`src/rtl/dmem_arb_pkg.sv`:
```
// Shared definitions for the data-memory arbiter.
//   - RV funct3 load/store size codes
//   - arbiter state encoding
//   - default data-memory depth (log2 of 32-bit words)
//   - small helpers for request validity checks
package dmem_arb_pkg;

    localparam int unsigned DMEM_POWER_DEF = 18;

    localparam logic [2:0] F3_B  = 3'b000;
    localparam logic [2:0] F3_H  = 3'b001;
    localparam logic [2:0] F3_W  = 3'b010;
    localparam logic [2:0] F3_BU = 3'b100;
    localparam logic [2:0] F3_HU = 3'b101;

    typedef enum logic [1:0] {
        ST_IDLE  = 2'd0,
        ST_MERGE = 2'd1,
        ST_RESP  = 2'd2
    } state_e;

    // Codes 011, 110 and 111 have no load/store meaning.
    function automatic logic size_valid(input logic [2:0] size);
        size_valid = (size == F3_B) || (size == F3_H) || (size == F3_W) ||
                     (size == F3_BU) || (size == F3_HU);
    endfunction

    // Halves need an even address, words a 4-byte aligned one.
    function automatic logic misaligned(input logic [2:0] size, input logic [1:0] lo);
        case (size[1:0])
            2'b01:   misaligned = lo[0];
            2'b10:   misaligned = (lo != 2'b00);
            default: misaligned = 1'b0;
        endcase
    endfunction

endpackage

```
`src/rtl/dmem_lane.sv`:
```
// Combinational byte/half lane logic for the data-memory arbiter.
// Ports:
//   size       in   3   RV funct3 size code
//   byte_off   in   2   address bits [1:0]
//   word       in  32   memory word (read data or merge buffer)
//   wdata      in  32   right-aligned store data
//   load_data  out 32   selected byte/half/word, sign- or zero-extended
//   merge_data out 32   word with the addressed byte/half replaced by wdata
module dmem_lane
    import dmem_arb_pkg::*;
(
    input  logic [2:0]  size,
    input  logic [1:0]  byte_off,
    input  logic [31:0] word,
    input  logic [31:0] wdata,
    output logic [31:0] load_data,
    output logic [31:0] merge_data
);

    logic [4:0]  bit_off;
    logic [31:0] shifted;
    logic [31:0] lane_mask;

    always_comb begin
        bit_off = {byte_off, 3'b000};
        shifted = word >> bit_off;

        case (size)
            F3_B:    load_data = {{24{shifted[7]}}, shifted[7:0]};
            F3_BU:   load_data = {24'h000000, shifted[7:0]};
            F3_H:    load_data = {{16{shifted[15]}}, shifted[15:0]};
            F3_HU:   load_data = {16'h0000, shifted[15:0]};
            default: load_data = word;
        endcase

        case (size[1:0])
            2'b00:   lane_mask = 32'h0000_00FF << bit_off;
            2'b01:   lane_mask = 32'h0000_FFFF << bit_off;
            default: lane_mask = '1;
        endcase

        merge_data = (word & ~lane_mask) | ((wdata << bit_off) & lane_mask);
    end

endmodule

```
`src/rtl/dmem_arb.sv`:
```
// Two-port round-robin arbiter in front of a single-ported data memory.
// Port 0 is the CPU load/store unit, port 1 is debug/DMA. Sub-word stores
// are done as read-modify-write through a merge buffer.
// Ports:
//   clk, rst_n                     clock, async active-low reset
//   pN_req/we/size/addr/wdata      request from port N (held until ack)
//   pN_ack/err/rdata               one-cycle completion, error, load data
//   mem_we/mem_a/mem_wd            memory write strobe, word address, write word
//   mem_rd                         combinational memory read word at mem_a
module dmem_arb #(
    parameter int unsigned DMEM_POWER = dmem_arb_pkg::DMEM_POWER_DEF
) (
    input  logic        clk,
    input  logic        rst_n,
    input  logic        p0_req,
    input  logic        p0_we,
    input  logic [2:0]  p0_size,
    input  logic [31:0] p0_addr,
    input  logic [31:0] p0_wdata,
    output logic        p0_ack,
    output logic        p0_err,
    output logic [31:0] p0_rdata,
    input  logic        p1_req,
    input  logic        p1_we,
    input  logic [2:0]  p1_size,
    input  logic [31:0] p1_addr,
    input  logic [31:0] p1_wdata,
    output logic        p1_ack,
    output logic        p1_err,
    output logic [31:0] p1_rdata,
    output logic        mem_we,
    output logic [31:0] mem_a,
    output logic [31:0] mem_wd,
    input  logic [31:0] mem_rd
);

    import dmem_arb_pkg::*;

    localparam logic [32:0] ADDR_LIMIT = 33'd4 << DMEM_POWER;

    state_e      state_q, state_d;
    logic        gnt_q, gnt_d;
    logic        last_q, last_d;
    logic [31:0] merge_q, merge_d;
    logic        p0_err_q, p0_err_d;
    logic        p1_err_q, p1_err_d;
    logic [31:0] p0_rdata_q, p0_rdata_d;
    logic [31:0] p1_rdata_q, p1_rdata_d;

    logic        any_req;
    logic        gnt_idle;
    logic        sel;
    logic        s_we;
    logic [2:0]  s_size;
    logic [31:0] s_addr;
    logic [31:0] s_wdata;
    logic        req_err;
    logic        res_err;
    logic [31:0] res_rdata;
    logic [31:0] lane_word;
    logic [31:0] lane_load;
    logic [31:0] lane_merge;

    // Grant selection: a contest goes to the port not granted last time.
    always_comb begin
        any_req = p0_req | p1_req;
        if (p0_req && p1_req) begin
            gnt_idle = ~last_q;
        end else begin
            gnt_idle = p1_req;
        end
        // In IDLE the fresh grant steers the datapath; afterwards the latched one.
        sel     = (state_q == ST_IDLE) ? gnt_idle : gnt_q;
        s_we    = sel ? p1_we    : p0_we;
        s_size  = sel ? p1_size  : p0_size;
        s_addr  = sel ? p1_addr  : p0_addr;
        s_wdata = sel ? p1_wdata : p0_wdata;
        req_err = !size_valid(s_size) || misaligned(s_size, s_addr[1:0]) ||
                  ({1'b0, s_addr} >= ADDR_LIMIT);
        lane_word = (state_q == ST_MERGE) ? merge_q : mem_rd;
    end

    dmem_lane u_lane (
        .size       (s_size),
        .byte_off   (s_addr[1:0]),
        .word       (lane_word),
        .wdata      (s_wdata),
        .load_data  (lane_load),
        .merge_data (lane_merge)
    );

    always_comb begin
        state_d    = state_q;
        gnt_d      = gnt_q;
        last_d     = last_q;
        merge_d    = merge_q;
        p0_err_d   = p0_err_q;
        p1_err_d   = p1_err_q;
        p0_rdata_d = p0_rdata_q;
        p1_rdata_d = p1_rdata_q;
        res_err    = 1'b0;
        res_rdata  = '0;
        mem_we     = 1'b0;
        mem_a      = {s_addr[31:2], 2'b00};
        mem_wd     = s_wdata;

        case (state_q)
            ST_IDLE: begin
                if (any_req) begin
                    gnt_d   = gnt_idle;
                    last_d  = gnt_idle;
                    state_d = ST_RESP;
                    res_err = req_err;
                    if (!req_err) begin
                        if (!s_we) begin
                            res_rdata = lane_load;
                        end else if (s_size[1:0] == 2'b10) begin
                            mem_we = 1'b1;
                        end else begin
                            merge_d = mem_rd;
                            state_d = ST_MERGE;
                        end
                    end
                    if (gnt_idle) begin
                        p1_err_d   = res_err;
                        p1_rdata_d = res_rdata;
                    end else begin
                        p0_err_d   = res_err;
                        p0_rdata_d = res_rdata;
                    end
                end
            end
            ST_MERGE: begin
                mem_we  = 1'b1;
                mem_wd  = lane_merge;
                state_d = ST_RESP;
            end
            ST_RESP: begin
                state_d = ST_IDLE;
            end
            default: begin
                state_d = ST_IDLE;
            end
        endcase
    end

    always_ff @(posedge clk or negedge rst_n) begin
        if (!rst_n) begin
            state_q    <= ST_IDLE;
            gnt_q      <= 1'b0;
            last_q     <= 1'b1;
            merge_q    <= '0;
            p0_err_q   <= 1'b0;
            p1_err_q   <= 1'b0;
            p0_rdata_q <= '0;
            p1_rdata_q <= '0;
        end else begin
            state_q    <= state_d;
            gnt_q      <= gnt_d;
            last_q     <= last_d;
            merge_q    <= merge_d;
            p0_err_q   <= p0_err_d;
            p1_err_q   <= p1_err_d;
            p0_rdata_q <= p0_rdata_d;
            p1_rdata_q <= p1_rdata_d;
        end
    end

    assign p0_ack   = (state_q == ST_RESP) && !gnt_q;
    assign p1_ack   = (state_q == ST_RESP) &&  gnt_q;
    assign p0_err   = p0_err_q;
    assign p1_err   = p1_err_q;
    assign p0_rdata = p0_rdata_q;
    assign p1_rdata = p1_rdata_q;

endmodule

```
`config.mk`:
```
export PLATFORM = sky130hd
export DESIGN_NAME = dmem_arb
export DESIGN_NICKNAME = d
export VERILOG_FILES = /design/src/rtl/dmem_arb_pkg.sv /design/src/rtl/dmem_lane.sv /design/src/rtl/dmem_arb.sv
export SDC_FILE = /design/constraint.sdc
export NUM_CORES = 1
export LEC_CHECK = 0
export ABC_AREA = 1
export BUFFER_PORTS_ARGS = -buffer_cell sky130_fd_sc_hd__buf_4
export CAP_MARGIN = 15
export CORE_AREA = 8 8 172 174
export DETAILED_ROUTE_END_ITERATION = 7
export DIE_AREA = 0 0 180 182
export GPL_TIMING_DRIVEN = 0
export MAX_ROUTING_LAYER = met4
export PLACE_DENSITY_LB_ADDON = 0.25
export SYNTH_ARGS = -nofsm -noshare
export SYNTH_HDL_FRONTEND = slang
export SYNTH_SLANG_ARGS = --single-unit
```
`constraint.sdc`:
```
create_clock -name clk -period 5.61 [get_ports clk]
set_clock_uncertainty 0.05 [all_clocks]
set_input_delay 0.8415 -clock clk [delete_from_list [all_inputs] [get_ports clk]]
set_output_delay 0.8415 -clock clk [all_outputs]
set_load 0.03 [all_outputs]
```
# Word level (Yosys, flattened, before mapping)
# Index checks and enable logic that the tools add are counted.
totals:
  reg_bits: 102
  in_bits: 172
classes:
  order_cmp: 1
  eq_ne: 9
  shifts: 4
  n_mux: 23
  bitwise_logic: 9
  n_reduce_logical: 19
op_table:
  columns: ["operator", "n"]
  rows:
  - ["$mux W32", 6]
  - ["$pmux W32 S4", 1]
  - ["$and A32 B32 Y32", 2]
  - ["$pmux W32 S2", 1]
  - ["$ge A32 B21 Y1 const B", 1]
  - ["$not A32 Y32", 1]
  - ["$or A32 B32 Y32", 1]
  - ["$shl A16 B5 Y32 const A", 1]
  - ["$shl A32 B5 Y32", 1]
  - ["$shl A8 B5 Y32 const A", 1]
  - ["$shr A32 B5 Y16", 1]
  - ["$mux W2", 4]
  - ["$mux W1", 7]
  - ["$eq A3 B3 Y1 const B", 2]
  - ["$logic_or A1 B1 Y1", 6]
  - ["$reduce_and A3 Y1", 2]
  - ["$reduce_and A5 Y1", 1]
  - ["$eq A2 B1 Y1 const B", 2]
  - ["$eq A2 B2 Y1 const B", 2]
  - ["$logic_not A2 Y1", 2]
  - ["$not A1 Y1", 4]
  - ["$pmux W1 S2", 2]
  - ["$pmux W2 S2", 1]
  - ["$eq A3 B1 Y1 const B", 1]
  - ["other kinds (9)", 12]

# Logic depth before layout (Yosys ltp)
depth:
  ltp_word: 15
  depth_mapped: 20
  depth_no_buf: 16

# Modules after synthesis
# From an unflattened synthesis, not the netlist that was laid out.
hier_totals:
  hier_cells: 1344
  area_unflattened_um2: 8335.5
modules_own_cells:
  columns: ["mod", "instances", "cells_per_inst", "area_per_inst_um2"]
  rows:
  - ["dmem_arb", 1, 967, 6558.8]
  - ["dmem_lane", 1, 377, 1776.7]

# Worst setup path before layout
# Ideal clock, no wire load.
synth_timing:
  kind: "input to output"
  start: "input port p0_req"
  end: "output port mem_wd[22]"
  t_arrival_ps: 3804
  path_slack_ps: 915
  path_stages: 16
  n_path_buf: 5
  path_cell_list: "nand2_1 > nand2_1 > nand2_4 > nand2_8 > buf_6 > or2_2 > nand2_4 > buf_2 > buf_4 > ha_1 > clkbuf_1 > nand3_1 > nand3_1 > buf_2 > o21ai_0 > o21ai_0"
synth_between:
  elab_chain_len: 10
  elab_cells_between_ends: 17
  cone_classes: "eq/ne (1); shift (3); mux (7); bitwise (4); reduce/logical (2)"
synth_rtl:
  columns: ["element", "line_no", "rtl"]
  rows:
  - ["start, declared", "dmem_arb.sv:15", "input logic p0_req,"]
  - ["$logic_and A1 B1 Y1 (*)", "dmem_arb.sv:67", "if (p0_req && p1_req) begin"]
  - ["$mux W1 (*)", "dmem_arb.sv:67", null]
  - ["$mux W1 (*)", "dmem_arb.sv:73", "sel = (state_q == ST_IDLE) ? gnt_idle : gnt_q;"]
  - ["$mux W32 / $mux W3 (equally long branches)", "dmem_arb.sv:76, dmem_arb.sv:75", null]
  - ["$shl A16 B5 Y32 (tied with other cells)", "dmem_lane.sv:38", "2'b01: lane_mask = 32'h0000_FFFF << bit_off;"]
  - ["$pmux W32 S2", "dmem_lane.sv:36", "case (size[1:0])"]
  - ["$not A32 Y32", "dmem_lane.sv:42", "merge_data = (word & ~lane_mask) | ((wdata << bit_off) & lane_mask);"]
  - ["$and A32 B32 Y32", "dmem_lane.sv:42", null]
  - ["$or A32 B32 Y32", "dmem_lane.sv:42", null]
  - ["$mux W32 (*)", "dmem_arb.sv:107", "case (state_q)"]
  - ["end, declared", "dmem_arb.sv:33", "output logic [31:0] mem_wd,"]
# Mark *: on every way between the ends. The rest lies on a longest branch, timed or not.

# Worst setup path in the final report
layout_timing:
  start: "input port p0_req"
  end: "output port mem_wd[8]"
# The elaborated chain is that of the path after synthesis.

==> flow_metrics.env <==
export IMPL_status="finished clean"
export IMPL_worstPathRequired_ns=4.72
export IMPL_syn_inst=1246
export IMPL_fp_row_count=60
export IMPL_worstSetupStartpoint="p0_req"
export IMPL_ys_warn_count=0
export IMPL_cap_violations=0
export IMPL_fin_crit_ns=5.248
export IMPL_whs_ns=0.4101
export IMPL_post_route_drc_count=0
export IMPL_clock_fmax_mhz=190.6
export IMPL_synth_area_leaders="dfrtp_1 32%, nand2_1 21%, nand3_1 8.3%"
export IMPL_viasPerCell=4.844
export IMPL_io_buffers=302
export IMPL_start_kind="primary input"
export IMPL_setup_viol=0
export IMPL_max_slew_margin_pct=39.66
export IMPL_cts_resized=0
export IMPL_chipWidth_um=180
export IMPL_cts_tree="done"
export IMPL_die_y_um=182
export IMPL_synth_most_common_cell="nand2_1"
export IMPL_cp_max_fo=11
export IMPL_ys_types=37
export IMPL_clockBufferDepth=2
export IMPL_start_util_pct=29.84
export IMPL_critPathKind="in -> out"
export IMPL_wire_per_inst_um=17.97
export IMPL_fin_crit_sh_pct=93.54
export IMPL_coreArea_sq_um=26650
export IMPL_synth_edf_count=0
export IMPL_r2r_start="last_q"
export IMPL_vdd_drop_max_v=0.0001208
export IMPL_dp_hpwl_um=28300
export IMPL_diodes=0
export IMPL_num_vias=9238
export IMPL_reg2reg_depth=18
export IMPL_dr_pass1_iters=5
export IMPL_htreeDepth=3
export IMPL_post_cts_setup_buffer_count=0
export IMPL_synth_top_area_share_pct=31.79
export IMPL_clkSinkCount=102
export IMPL_ys_seq_area_share_pct=32.12
export IMPL_ant_nets=0
export IMPL_globalplace_congestion=0.9419
export IMPL_maxSlewViolCount=0
export IMPL_setup_tns_ns=0
export IMPL_grt_overflow=0
export IMPL_numCtsBuffers=9
export IMPL_end_kind="output pin"
export IMPL_syn_avg_cell_area_sq_um=6.382
export IMPL_yosysTopAreaCell="dfrtp_1"
export IMPL_worst_slew_pin_slew_ns=0.8956
export IMPL_finalWirelength_um=34260
export IMPL_pin_count=305
export IMPL_drive_gt1_share_pct=29.44
export IMPL_hold_viol_final=0
export IMPL_synth_area_sq_um=7951
export IMPL_rsz0062_at_grt="no"
export IMPL_cts_root_buffer="clkbuf_16"
export IMPL_clock_latency_ns=0.35
export IMPL_grt_pass1_wl_um=52510
export IMPL_die_area_sq_um=32760
export IMPL_hold_buffers=0
export IMPL_synth_main_ff_cell="dfrtp_1"
export IMPL_drt_initial_drc_count=723
export IMPL_leakagePower_uw=0.005874
export IMPL_grt_pass1_vias=9153
export IMPL_pwr_density_cell_nw_per_um2=314.7
export IMPL_crit_arrival_ns=4.36
export IMPL_ys_ff_latch=102
export IMPL_syn_to_final_growth_pct=38.05
export IMPL_grt_antenna_before_repair=0
export IMPL_synth_commonest_cells="435 x nand2_1, 132 x nand3_1, 114 x inv_1"
export IMPL_synthArstFlopShare_pct=100.0
export IMPL_grt_max_degree=71
export IMPL_grt_usage_pct=20.95
export IMPL_hp_class="in -> async"
export IMPL_final_nets=1736
export IMPL_clk_pin_slew_ns=0.08
[state kept, by name (all words and copies together) (netlist names)]
register and flops:
p0_err 1, merge_q 32, p1_rdata 32, p0_rdata 32, last_q 1, state_q 2, p1_err 1, gnt_q 1
[worst max-delay path, stage by stage]
cell and delay [ns]:
buf_4 0.11, nand2_1 0.11, nand2_1 0.12, nand2_4 0.15, nand2_8 0.10, buf_6 0.15, or2_2 0.30, nand2_4 0.18
buf_2 0.27, buf_4 0.22, ha_1 0.26, clkbuf_1 0.45, o21ai_0 0.18, nand2_1 0.13, nand2_1 0.15, o21ai_0 0.20
nand2_1 0.06, o21ai_0 0.14, buf_4 0.23
[per-stage QoR]
stage	area (sq um)	cells	setup slack (ns)	total power (uW)	util, %
after floorplan	7955	1247	0.9146	2101	-
after global placement	10650	1890	0.4326	2802	39.96
after detailed placement	10680	1891	0.4207	2821	40.06
after CTS	10980	1907	0.4079	3484	41.19
after global routing	10980	1907	0.01616	3675	41.19
final	10980	1907	0.3624	3454	41.19
[area by class of cell]
cell class / instances / area [sq um]
Buffer: 82 / 454.2
Fill cell: 2835 / 15670
Multi-Input combinational cell: 946 / 4508
Clock buffer: 10 / 229.0
Clock inverter: 6 / 71.32
Inverter: 117 / 439.2
Timing Repair Buffer: 303 / 2295
Tap cell: 341 / 426.7
Sequential cell: 102 / 2554
[power breakdown]
group	switching, uW	internal, uW	total [uW]
sequential	72.2	857	929
clock	298	352	649
combinational	1220	659	1880
[cell usage in the layout, fill, tap and decap left out, drive strengths merged]
master / Yosys / final
nand3: 163 / 163
ha: 3 / 3
o22ai: 3 / 3
o21ai: 116 / 116
bufinv: 0 / 1
mux2i: 1 / 1
clkinv: 0 / 2
o21a: 8 / 8
dfrtp: 101 / 101
buf: 48 / 351
nor3: 2 / 2
clkinvlp: 0 / 1
nor2: 74 / 74
o21bai: 4 / 4
o221ai: 1 / 1
or2: 35 / 35
clkbuf: 34 / 44
inv: 117 / 119
dfstp: 1 / 1
nand4: 1 / 1
a21boi: 8 / 8
nand2: 451 / 451
conb: 1 / 2
a21oi: 74 / 74
[final timing paths]
| kind | end | slack (ns) |
|---|---|---|
| max | mem_wd[8] | 0.36 |
| min | merge_q[4] | 0.41 |
| max reg2reg | merge_q[9] | 2.06 |
| min reg2reg | merge_q[18] | 0.43 |
| max in group asynchronous | p1_rdata[26] | 4.38 |
| min in group clk | merge_q[18] | 0.43 |
[metal layers]
metal	GRT usage [%]	wire length [um]	up-vias
met1	26.98	15830	4291
met3	3.673	1879	30
met5	-	0	-
met4	4.468	436	0
met2	34.04	16120	323
li1	-	-	4594
[logic make-up after synthesis]
family,after synthesis,share of synthesized area [%]
and+or+nand+nor,726,41.57
DFF,102,32.12
muxes,1,0.1259
AOI/OAI and AO/OA,214,14.43
other,1,0.04716
buffers and inverters,199,11.24
adders and majority gates,3,0.4721
No activity file was read; power rests on OpenSTA's default activity.
